`config.mk`:
```
export PLATFORM = sky130hd
export DESIGN_NAME = fft_pipe_ctrl_flat
export DESIGN_NICKNAME = d
export VERILOG_FILES = /design/src/rtl/fft_pipe_ctrl_if.sv /design/src/rtl/fft_pipe_ctrl.sv /design/src/flat_wrapper.sv
export SDC_FILE = /design/constraint.sdc
export NUM_CORES = 1
export LEC_CHECK = 0
export ABC_CLOCK_PERIOD_IN_PS = 2300
export CORE_MARGIN = 3
export CORE_UTILIZATION = 45
export CTS_CLUSTER_DIAMETER = 120
export DETAILED_ROUTE_END_ITERATION = 6
export DONT_BUFFER_PORTS = 1
export SLEW_MARGIN = 20
export SYNTH_ARGS = -nofsm -noshare
export SYNTH_HDL_FRONTEND = slang
export SYNTH_SLANG_ARGS = --single-unit
```
`constraint.sdc`:
```
create_clock -name clk -period 2.3 [get_ports clk]
set_clock_uncertainty 0.1 [all_clocks]
set_input_delay 0.46 -clock clk [delete_from_list [all_inputs] [get_ports clk]]
set_output_delay 0.46 -clock clk [all_outputs]
set_load 0.005 [all_outputs]
```
`src/rtl/fft_pipe_ctrl_if.sv`:
```
// Handshake and status bundle between the FFT pipeline sequencer and its environment.
// The master side is the controller; the slave side is the front end / sink.
interface fft_pipe_ctrl_if #(
  parameter int NUM_STAGES = 4,
  parameter int TAG_W      = 8
);
  localparam int OCC_W = $clog2(NUM_STAGES + 1);

  logic                  in_valid;
  logic                  in_ready;
  logic                  out_valid;
  logic                  out_ready;
  logic [TAG_W-1:0]      out_tag;
  logic [NUM_STAGES-1:0] stage_en;
  logic [NUM_STAGES-1:0] stage_valid;
  logic                  drain;
  logic                  flush;
  logic                  drain_done;
  logic [OCC_W-1:0]      occupancy;
  logic                  busy;

  modport master (
    input  in_valid, out_ready, drain, flush,
    output in_ready, out_valid, out_tag, stage_en, stage_valid,
           drain_done, occupancy, busy
  );

  modport slave (
    output in_valid, out_ready, drain, flush,
    input  in_ready, out_valid, out_tag, stage_en, stage_valid,
           drain_done, occupancy, busy
  );
endinterface

```
`src/rtl/fft_pipe_ctrl.sv`:
```
// Pipeline sequencer for the 16-point FFT: per-stage enables, valid/tag tracking,
// elastic backpressure, drain mode and synchronous flush. Carries no sample data.
module fft_pipe_ctrl #(
  parameter int NUM_STAGES = 4,
  parameter int TAG_W      = 8
) (
  input logic           clk,
  input logic           rst_n,
  fft_pipe_ctrl_if.master bus
);
  localparam int OCC_W = $clog2(NUM_STAGES + 1);

  localparam logic [1:0] ST_IDLE  = 2'd0;
  localparam logic [1:0] ST_RUN   = 2'd1;
  localparam logic [1:0] ST_DRAIN = 2'd2;

  logic [NUM_STAGES-1:0] v_q, v_d;
  logic [TAG_W-1:0]      tag_q [NUM_STAGES];
  logic [TAG_W-1:0]      tag_d [NUM_STAGES];
  logic [TAG_W-1:0]      cnt_q, cnt_d;
  logic [1:0]            state_q, state_d;
  logic                  drain_done_q, drain_done_d;
  logic                  drain_hold_q, drain_hold_d;

  logic [NUM_STAGES-1:0] en_s;
  logic                  in_ready_s;
  logic                  accept_s;
  logic [OCC_W-1:0]      occ_s;

  function automatic logic [OCC_W-1:0] popcount(input logic [NUM_STAGES-1:0] vec);
    logic [OCC_W-1:0] n;
    n = '0;
    for (int i = 0; i < NUM_STAGES; i++) begin
      n = n + OCC_W'(vec[i]);
    end
    return n;
  endfunction

  // Enable chain: a stage may load whenever it is empty or its content moves on.
  always_comb begin
    logic carry;
    en_s  = '0;
    carry = ~v_q[NUM_STAGES-1] | bus.out_ready;
    en_s[NUM_STAGES-1] = carry;
    for (int i = NUM_STAGES - 2; i >= 0; i--) begin
      carry   = ~v_q[i] | carry;
      en_s[i] = carry;
    end
  end

  // drain_hold keeps the input closed after a drain until drain is released.
  always_comb begin
    in_ready_s = en_s[0] & ~bus.flush & (state_q != ST_DRAIN) & ~(drain_hold_q & bus.drain);
    accept_s   = bus.in_valid & in_ready_s;
    occ_s      = popcount(v_q);
  end

  // Valid bits, frame tags and the tag counter advance with the enable chain.
  always_comb begin
    v_d   = v_q;
    cnt_d = cnt_q;
    for (int i = 0; i < NUM_STAGES; i++) begin
      tag_d[i] = tag_q[i];
    end
    if (bus.flush) begin
      v_d   = '0;
      cnt_d = '0;
    end else begin
      if (en_s[0]) begin
        v_d[0]   = accept_s;
        tag_d[0] = cnt_q;
      end else begin
        v_d[0]   = v_q[0];
        tag_d[0] = tag_q[0];
      end
      for (int i = 1; i < NUM_STAGES; i++) begin
        if (en_s[i]) begin
          v_d[i]   = v_q[i-1];
          tag_d[i] = tag_q[i-1];
        end else begin
          v_d[i]   = v_q[i];
          tag_d[i] = tag_q[i];
        end
      end
      if (accept_s) begin
        cnt_d = cnt_q + TAG_W'(1);
      end else begin
        cnt_d = cnt_q;
      end
    end
  end

  // Mode FSM; flush wins over drain, accept and delivery.
  always_comb begin
    state_d      = state_q;
    drain_done_d = 1'b0;
    drain_hold_d = drain_hold_q & bus.drain;
    if (bus.flush) begin
      state_d      = ST_IDLE;
      drain_hold_d = 1'b0;
    end else begin
      case (state_q)
        ST_IDLE: begin
          if (bus.drain & ~drain_hold_q) begin
            state_d = ST_DRAIN;
          end else if (accept_s) begin
            state_d = ST_RUN;
          end else begin
            state_d = ST_IDLE;
          end
        end
        ST_RUN: begin
          if (bus.drain & ~drain_hold_q) begin
            state_d = ST_DRAIN;
          end else if (v_d == '0) begin
            state_d = ST_IDLE;
          end else begin
            state_d = ST_RUN;
          end
        end
        ST_DRAIN: begin
          if (occ_s == '0) begin
            state_d      = ST_IDLE;
            drain_done_d = 1'b1;
            drain_hold_d = bus.drain;
          end else begin
            state_d = ST_DRAIN;
          end
        end
        default: begin
          state_d = ST_IDLE;
        end
      endcase
    end
  end

  // State registers.
  always_ff @(posedge clk or negedge rst_n) begin
    if (!rst_n) begin
      v_q          <= '0;
      cnt_q        <= '0;
      state_q      <= ST_IDLE;
      drain_done_q <= 1'b0;
      drain_hold_q <= 1'b0;
      for (int i = 0; i < NUM_STAGES; i++) begin
        tag_q[i] <= '0;
      end
    end else begin
      v_q          <= v_d;
      cnt_q        <= cnt_d;
      state_q      <= state_d;
      drain_done_q <= drain_done_d;
      drain_hold_q <= drain_hold_d;
      for (int i = 0; i < NUM_STAGES; i++) begin
        tag_q[i] <= tag_d[i];
      end
    end
  end

  assign bus.in_ready    = in_ready_s;
  assign bus.out_valid   = v_q[NUM_STAGES-1] & ~bus.flush;
  assign bus.out_tag     = tag_q[NUM_STAGES-1];
  assign bus.stage_en    = bus.flush ? {NUM_STAGES{1'b1}} : en_s;
  assign bus.stage_valid = v_q;
  assign bus.drain_done  = drain_done_q;
  assign bus.occupancy   = occ_s;
  assign bus.busy        = (state_q != ST_IDLE);

endmodule
```
`src/flat_wrapper.sv`:
```
// flat-port wrapper written by rule: the top's interface ports become plain ports
module fft_pipe_ctrl_flat 
#(
  parameter int NUM_STAGES = 4,
  parameter int TAG_W      = 8
)
  (clk, rst_n, bus_in_valid, bus_out_ready, bus_drain, bus_flush, bus_in_ready, bus_out_valid, bus_out_tag, bus_stage_en, bus_stage_valid, bus_drain_done, bus_occupancy, bus_busy);
  fft_pipe_ctrl_if #(.NUM_STAGES(NUM_STAGES), .TAG_W(TAG_W)) bus_i ();
  input logic clk;
  input logic rst_n;
  input wire logic [$bits(bus_i.in_valid)-1:0] bus_in_valid;
  input wire logic [$bits(bus_i.out_ready)-1:0] bus_out_ready;
  input wire logic [$bits(bus_i.drain)-1:0] bus_drain;
  input wire logic [$bits(bus_i.flush)-1:0] bus_flush;
  output wire logic [$bits(bus_i.in_ready)-1:0] bus_in_ready;
  output wire logic [$bits(bus_i.out_valid)-1:0] bus_out_valid;
  output wire logic [$bits(bus_i.out_tag)-1:0] bus_out_tag;
  output wire logic [$bits(bus_i.stage_en)-1:0] bus_stage_en;
  output wire logic [$bits(bus_i.stage_valid)-1:0] bus_stage_valid;
  output wire logic [$bits(bus_i.drain_done)-1:0] bus_drain_done;
  output wire logic [$bits(bus_i.occupancy)-1:0] bus_occupancy;
  output wire logic [$bits(bus_i.busy)-1:0] bus_busy;
  assign bus_i.in_valid = bus_in_valid;
  assign bus_i.out_ready = bus_out_ready;
  assign bus_i.drain = bus_drain;
  assign bus_i.flush = bus_flush;
  assign bus_in_ready = bus_i.in_ready;
  assign bus_out_valid = bus_i.out_valid;
  assign bus_out_tag = bus_i.out_tag;
  assign bus_stage_en = bus_i.stage_en;
  assign bus_stage_valid = bus_i.stage_valid;
  assign bus_drain_done = bus_i.drain_done;
  assign bus_occupancy = bus_i.occupancy;
  assign bus_busy = bus_i.busy;
  fft_pipe_ctrl #(.NUM_STAGES(NUM_STAGES), .TAG_W(TAG_W)) u_core (.clk(clk), .rst_n(rst_n), .bus(bus_i));
endmodule
```
==> summary.md, run 1 <==
| Metric | Value |
|---|---|
| Startpoint Class | flop |
| PwrDens | 666 nW/um2 |
| Initial antenna violation count | 0 |
| Number of distinct library cells after synthesis | 33 |
| CTS Buffer Depth | 2 |
| Placer congestion estimate | 0.804 |
| # rows | 24 |
| Die X | 74.8 um |
| Seq cells post-synth | 48 |
| Run status | complete, no violations |
| Area Overhead vs Synth | 8.99% |
| Setup tns final | 0 ps |
| RR Startpoint | u_core.bus.stage_valid[1] |
| CORE AREA | 4470 um2 |
| Final Critical Period | about 2300 ps |
| Sequential-to-total area share from yosys stat | 0.564 |
| Slew margin rel. | 0.742 |
| Post-route insts no fill | 241 |
| Ports | 29 |
| Fmax | 437 MHz |
| Post-layout util | 0.519 |
| Mapped Nets | ~200 |
| Gr ovfl total | 0 |
| Max VDD drop | approximately 0.33 mV |
| Post-synth top area cell | dfrtp_1 |
| WL/cell | 15.1 um |
| Synthesized area | 2130 um2 |
| YS warnings | 0 |
| CTS H-tree depth | 2 |
| Layout cells sized above 1 | 0.243 |
| CP endpoint kind | output port |
| Gate Count Post-Synth | 185 |
| Top delay family on crit path | adder cells |
| Critical path class | flop to output port |
| CTS clk-pin slew, worst paths | 80 ps |
| Slew @ Worst Pin | 386 ps |
| DIE HEIGHT | 74.8 um |
| Total number of vias | 1334 |
| Post-placement cell count | between 200 and 250 |
| CP peak stage delay | ~420 ps |
| Fin. Hold Viols | 0 |
| CTS tree | done |
| ANT nets after route | 0 |
| Reg2reg setup slack | between 150 and 200 ps |
| Post-CTS Setup Repair Bufs | 0 |
| CTS buffer count | 5 |
| RSZ-0062 raised after global routing | true |
| Via density | 5.54 |
| Slowest cell on the critical path | dfrtp_1 |
| First-pass GRT wire length | 6280 um |
| WHS Path Cells | 1 |
| CP Capture Point | bus_occupancy[1] |
| CTS root buf | clkbuf_8 |
| Post-synth EDFFs | 0 |
| Worst Hold Class | primary input to flop |
| Post-Syn Area per Cell | 11.5 um2 |
| Pin count of the biggest net entering global routing | 49 |
| Vias in the first global route | approximately 1400 |
| Drt first pass iters | 4 |
| DP HPWL | 2530 um |
| Worst-skew pair later-pin latency | 300 ps |
| Post-synth ARST share | 1.00 |
| Synth area leaders | dfrtp_1 (56%), mux2_2 (13%), nand2_1 (5.6%) |
| Period utilisation layout | 0.996 |
| CP Buf/Inv Count | 1 |
| Crit path max fanout | 2 |
| P_leak | 1.15 nW |
| Initial Util | 0.476 |
| Final Max Slew Viols | 0 |
| Diodes inserted | 0 |
| Pwr Total | around 0.0015 W |
| R2r worst-path depth | 6 |
| Final #Nets | 199 |
| Top cells by count, synth | dfrtp_1 (48), nand2_1 (32), mux2_2 (25), nor2_1 (11), a21oi_1 (9) |
| Cell with the most instances after synthesis | dfrtp_1 |
| WP data required | 1740 ps |
| DRC viols | 0 |
| FF-to-FF End | u_core.drain_hold_q |
| CP arrival | 1730 ps |
| CP Cell Sequence | ha_4 > fa_2 > ha_4 > buf_6 |
| Routed wire length | 3640 um |
| Crit path depth | 4 |
| Final setup fails | 0 |
| Clock tree sinks | 48 |
| Die area | 5590 um2 |
| Synth top area share | 0.564 |
| GRT Total Usage | 0.149 |
| Crit-path most repeated cell | ha_4 |
| Post-synth top flop | dfrtp_1 |
| Max Cap Viol | 0 |
| DRT iter0 DRCs | 66 |
| # port buffers | 0 |
| Worst setup path startpoint | u_core.bus.stage_valid[1] |
==> flip-flops by register name, indices dropped and copies added, names as in the netlist <==
| name | count |
|---|---|
| u_core.drain_hold_q | 1 |
| u_core.bus.out_tag | 8 |
| u_core.bus.drain_done | 1 |
| u_core.tag_q | 24 |
| u_core.state_q | 2 |
| u_core.bus.stage_valid | 4 |
| u_core.cnt_q | 8 |
==> layout by cell type, fill, tap and decap left out, drive strengths merged, types with 5 or more instances in the layout <==
| master | count |
|---|---|
| dfrtp | 48 |
| nand2 | 32 |
| mux2 | 25 |
| nor2 | 11 |
| a21oi | 9 |
| buf | 9 |
| clkbuf | 6 |
| nor2b | 5 |
| nand3 | 5 |
==> final cells by class <==
| type | instances | area (um2) |
|---|---|---|
| Fill cell | 405 | 2150 |
| Sequential cell | 48 | 1200 |
| Timing Repair Buffer | 10 | 101 |
| Tap cell | 52 | 65.1 |
| Multi-Input combinational cell | 121 | 851 |
| Clock inverter | 1 | 8.76 |
| Inverter | 3 | 11.3 |
| Clock buffer | 6 | 82.6 |
==> how the worst min path moves through the flow <==
| stage | slack [ps] | startpoint | to |
|---|---|---|---|
| finish | 110 | bus_flush | u_core.cnt_q[2] |
| global route | 90 | bus_flush | u_core.cnt_q[2] |
| CTS | 100 | bus_flush | u_core.cnt_q[2] |
| detailed placement | 70 | rst_n | u_core.bus.out_tag[0] |
| global placement | 70 | rst_n | u_core.bus.out_tag[0] |
| floorplan | 60 | rst_n | u_core.bus.drain_done |
==> kinds of logic after synthesis <==
family / after synthesis / synth area share
AO/OA/AOI/OAI: 20 / 0.0617
AND/OR/NAND/NOR: 70 / 0.156
adder cells (fa/ha/maj): 4 / 0.0270
flip-flops: 48 / 0.564
multiplexers: 27 / 0.142
buffers and inverters: 16 / 0.0494
==> layer usage <==
metal | global-route usage | vias up | wire [um]
li1 | - | 640 | -
met1 | 0.192 | 650 | 1710
met2 | 0.233 | 37 | 1670
met3 | 0.0374 | 7 | 182
met4 | 0.0771 | 0 | 82
met5 | 0 | - | 0
==> metrics by stage <==
| stage | setup WS (ps) | cell area [um2] | hold slack, ps |
|---|---|---|---|
| floorplan | 181 | 2130 | 64.4 |
| global placement | 221 | 2160 | 65.4 |
| detailed placement | 117 | 2160 | 65.4 |
| CTS | 13.6 | 2310 | 97.1 |
| global route | -42.1 | 2320 | 94.4 |
| finish | 9.94 | 2320 | 112 |
==> power breakdown <==
| group | internal, W | switching (W) | total (W) |
|---|---|---|---|
| sequential | 0.000874 | 0.0000229 | 0.000897 |
| combinational | 0.0000618 | 0.0000710 | 0.000133 |
| clock | 0.000240 | 0.000275 | 0.000515 |
| total | 0.00118 | 0.000369 | 0.00154 |
==> timing repair <==
action,CTS,global route
pin swaps,2,1
gates cloned,0,0
hold buffers,2,0
gates resized for setup,3,1
endpoints found under the setup margin,1,1
hold endpoints to repair,48,0
Note: power is estimated with default switching activity, not from simulation.
==> run 2, diff against run 1 <==
--- a/config.mk
+++ b/config.mk
@@ -11,7 +11,8 @@
 export CTS_CLUSTER_DIAMETER = 120
 export DETAILED_ROUTE_END_ITERATION = 6
 export DONT_BUFFER_PORTS = 1
-export SLEW_MARGIN = 20
+export SLEW_MARGIN = 25
 export SYNTH_ARGS = -nofsm -noshare
 export SYNTH_HDL_FRONTEND = slang
 export SYNTH_SLANG_ARGS = --single-unit
+export TNS_END_PERCENT = 20
==> results of run 2 <==
Final layout, timing and power as in run 1 (identical DEF).
==> run 3, diff against run 2 <==
--- a/config.mk
+++ b/config.mk
@@ -6,7 +6,6 @@
 export NUM_CORES = 1
 export LEC_CHECK = 0
 export ABC_CLOCK_PERIOD_IN_PS = 2300
-export CORE_MARGIN = 3
 export CORE_UTILIZATION = 45
 export CTS_CLUSTER_DIAMETER = 120
 export DETAILED_ROUTE_END_ITERATION = 6
==> run 3 against run 2 <==
Wire length down 0.96%. The flow now finishes with violations (DRC). Critical endpoint unchanged. Final cell count increased by 0.41%. Core utilization grew 1.8 points.
==> summary.md, run 3 (same netlist as run 1, synthesis figures left out) <==
| Metric | Value |
|---|---|
| Run status | complete, but fails checks (was complete, no violations) |
| Failing checks | DRC |
| Final Critical Period | 2280 ps (was 2290 ps) |
| RR Startpoint | u_core.bus.stage_valid[1] (unchanged) |
| WL/cell | 14.9 um (was 15.1 um) |
| CORE AREA | 4440 um2 (was 4470 um2) |
| Psw | 0.000373 W (was 0.000369 W) |
| Max VDD drop | 0.416 mV (was 0.328 mV) |
| Critical path class | flop to output port (unchanged) |
| DIE HEIGHT | 70.8 um (was 74.8 um) |
| DP HPWL | 2480 um (was 2530 um) |
| Worst-skew pair later-pin latency | 300 ps (about the same) |
| Pin count of the biggest net entering global routing | 49 (unchanged) |
| Final setup fails | 0 (unchanged) |
| Reg power frac | 0.484 (was 0.581) |
| Worst setup path startpoint | u_core.bus.stage_valid[1] (unchanged) |
| Fin. Hold Viols | 0 (unchanged) |
| GRT Total Usage | 0.165 (was 0.149) |
| Ports | 29 (unchanged) |
| Combinational share of power | 0.072 (was 0.086) |
| # fillers | 372 (was 405) |
| Worst hold slack | 113 ps (was 112 ps) |
| Die area | 5010 um2 (was 5590 um2) |
| CP endpoint kind | output port (unchanged) |
| ANT nets after route | 0 (unchanged) |
| Final #Nets | 199 (unchanged) |
| CTS tree | done (unchanged) |
| Post-layout util | 0.537 (was 0.519) |
| Largest reg by FF count | u_core.tag_q (unchanged) |
| PwrDens | 776 nW/um2 (was 666 nW/um2) |
| CTS buffer count | 5 (unchanged) |
| CP arrival | 1720 ps (was 1730 ps) |
| Hold_sp | bus_flush (unchanged) |
| Sw Share | 0.202 (was 0.239) |
| Initial Util | 0.479 (was 0.476) |
| RSZ-0062 raised after global routing | true (unchanged) |
| Crit path max fanout | 2 (unchanged) |
| Period utilisation layout | 0.990 (was 0.996) |
| Die X | 70.8 um (was 74.8 um) |
| Internal power | 0.00148 W (was 0.00118 W) |
| Fmax | 439 MHz (was 437 MHz) |
| Slew margin rel. | 0.765 (was 0.742) |
| Commonest non-fill, non-tap cell in the layout | dfrtp_1 (unchanged) |
| CTS root buf | clkbuf_8 (unchanged) |
| Max Cap Viol | 0 (unchanged) |
| Final Max Slew Viols | 0 (unchanged) |
| Slew @ Worst Pin | 344 ps (was 386 ps) |
| CTS H-tree depth | 2 (unchanged) |
| DRT iter0 DRCs | 72 (was 66) |
| # port buffers | 0 (unchanged) |
| WP data required | 1740 ps (about the same) |
| Via density | 5.49 (was 5.54) |
| P_leak | 1.18 nW (was 1.15 nW) |
| Total number of vias | 1329 (was 1334) |
| First-pass GRT wire length | 6470 um (was 6280 um) |
| Gr ovfl total | 0 (unchanged) |
| Clock Power Share | 0.444 (was 0.333) |
| Drt first pass iters | 7 (was 4) |
| Largest register FFs | 24 (unchanged) |
| Place WS | 103 ps (was 117 ps) |
| DRC viols | 2 (was 0) |
| Clock tree sinks | 48 (unchanged) |
| PnR worst setup slack | 23.0 ps (was 9.94 ps) |
| Layout cells sized above 1 | 0.258 (was 0.243) |
| Vias in the first global route | 1397 (was 1350) |
| Placer congestion estimate | 0.815 (was 0.804) |
| Worst Hold Class | primary input to flop (unchanged) |
| CTS clk-pin slew, worst paths | 90 ps (was 80 ps) |
| # rows | 24 (unchanged) |
| CTS Buffer Depth | 2 (unchanged) |
| Initial antenna violation count | 0 (unchanged) |
| Most frequent cells in the layout | dfrtp_1 (48), nand2_1 (32), mux2_2 (25) (unchanged) |
| Diodes inserted | 0 (unchanged) |
| Area Overhead vs Synth | 12.1% (was 8.99%) |
| Routed wire length | 3610 um (was 3640 um) |
| Startpoint Class | flop (unchanged) |
run 3: changes by cell type in the layout (fill, tap and decap cells not counted):
| cell | change |
|---|---|
| a21o_1 | -1 |
| a21o_2 | +1 |
| bufinv_16 | +3 |
| clkbuf_8 | -1 |
| clkinv_4 | -1 |
| ha_1 | +1 |
| ha_4 | -1 |
| nor3_1 | -1 |
| nor3_2 | +1 |
| nor3b_1 | -1 |
| nor3b_2 | +1 |
run 3: cell type report:
type	instances	area, um2	share of cell area
Sequential cell	48	1200	0.503
Inverter	3	11.3	0.00472
Clock buffer	5	68.8	0.0288
Timing Repair Buffer	10	101	0.0425
Multi-Input combinational cell	121	850	0.356
Clock inverter	3	90.1	0.0377
Tap cell	52	65.1	0.0273
run 3: path summary, 6_finish.rpt:
| check | end | slack, ps | cells after the start |
|---|---|---|---|
| setup / recovery | bus_occupancy[1] | 20 | 4 |
| hold / removal | u_core.bus.stage_valid[2] | 110 | 1 |
| setup reg to reg | u_core.drain_hold_q | 170 | 7 |
| hold reg to reg | u_core.tag_q[29] | 380 | 2 |
| max in group asynchronous | u_core.tag_q[29] | 1320 | 2 |
| min in group asynchronous | u_core.bus.out_tag[1] | 570 | 2 |
run 3: stage by stage:
| step | power [W] | std cells | TNS [ps] | area, um2 |
|---|---|---|---|---|
| 5_1_grt | 0.00193 | 242 | -39.9 | 2390 |
| 6_report | 0.00185 | 242 | 0 | 2390 |
| 3_3_place_gp | 0.00102 | 231 | 0 | 2150 |
| 4_1_cts | 0.00187 | 242 | 0 | 2380 |
| 3_5_place_dp | 0.00102 | 231 | 0 | 2150 |
| 2_1_floorplan | 0.00100 | 185 | 0 | 2130 |
run 3: power groups by stage:
stage / registers, W / logic, W / clock network, W
6_report: 0.000897 / 0.000134 / 0.000822
5_1_grt: 0.000902 / 0.000151 / 0.000873
4_1_cts: 0.000897 / 0.000134 / 0.000840
3_5_place_dp: 0.000914 / 0.000107 / 0
3_3_place_gp: 0.000913 / 0.000103 / 0
2_1_floorplan: 0.000908 / 0.0000934 / 0
run 3: metal layers:
layer | part of all wire | vias to the layer above | GRT usage
met5 | 0 | - | 0
met2 | 0.47 | 34 | 0.270
met4 | 0.014 | 0 | 0.0533
met1 | 0.47 | 650 | 0.213
met3 | 0.044 | 8 | 0.0484
li1 | - | 637 | -
run 3: critical path, stage by stage, from the launching register on:
cell and delay, ps:
dfrtp_1 390, ha_1 310, fa_2 360, ha_4 280, buf_6 80
run 3: timing repair:
action / in CTS / in global routing
endpoints found under the setup margin: 1 / 4
cloned: 0 / 0
pin swaps: 2 / 0
hold buffers: 2 / 0
resized for setup: 3 / 3
endpoints found under the hold margin: 48 / 0
setup buffers: 1 / 0
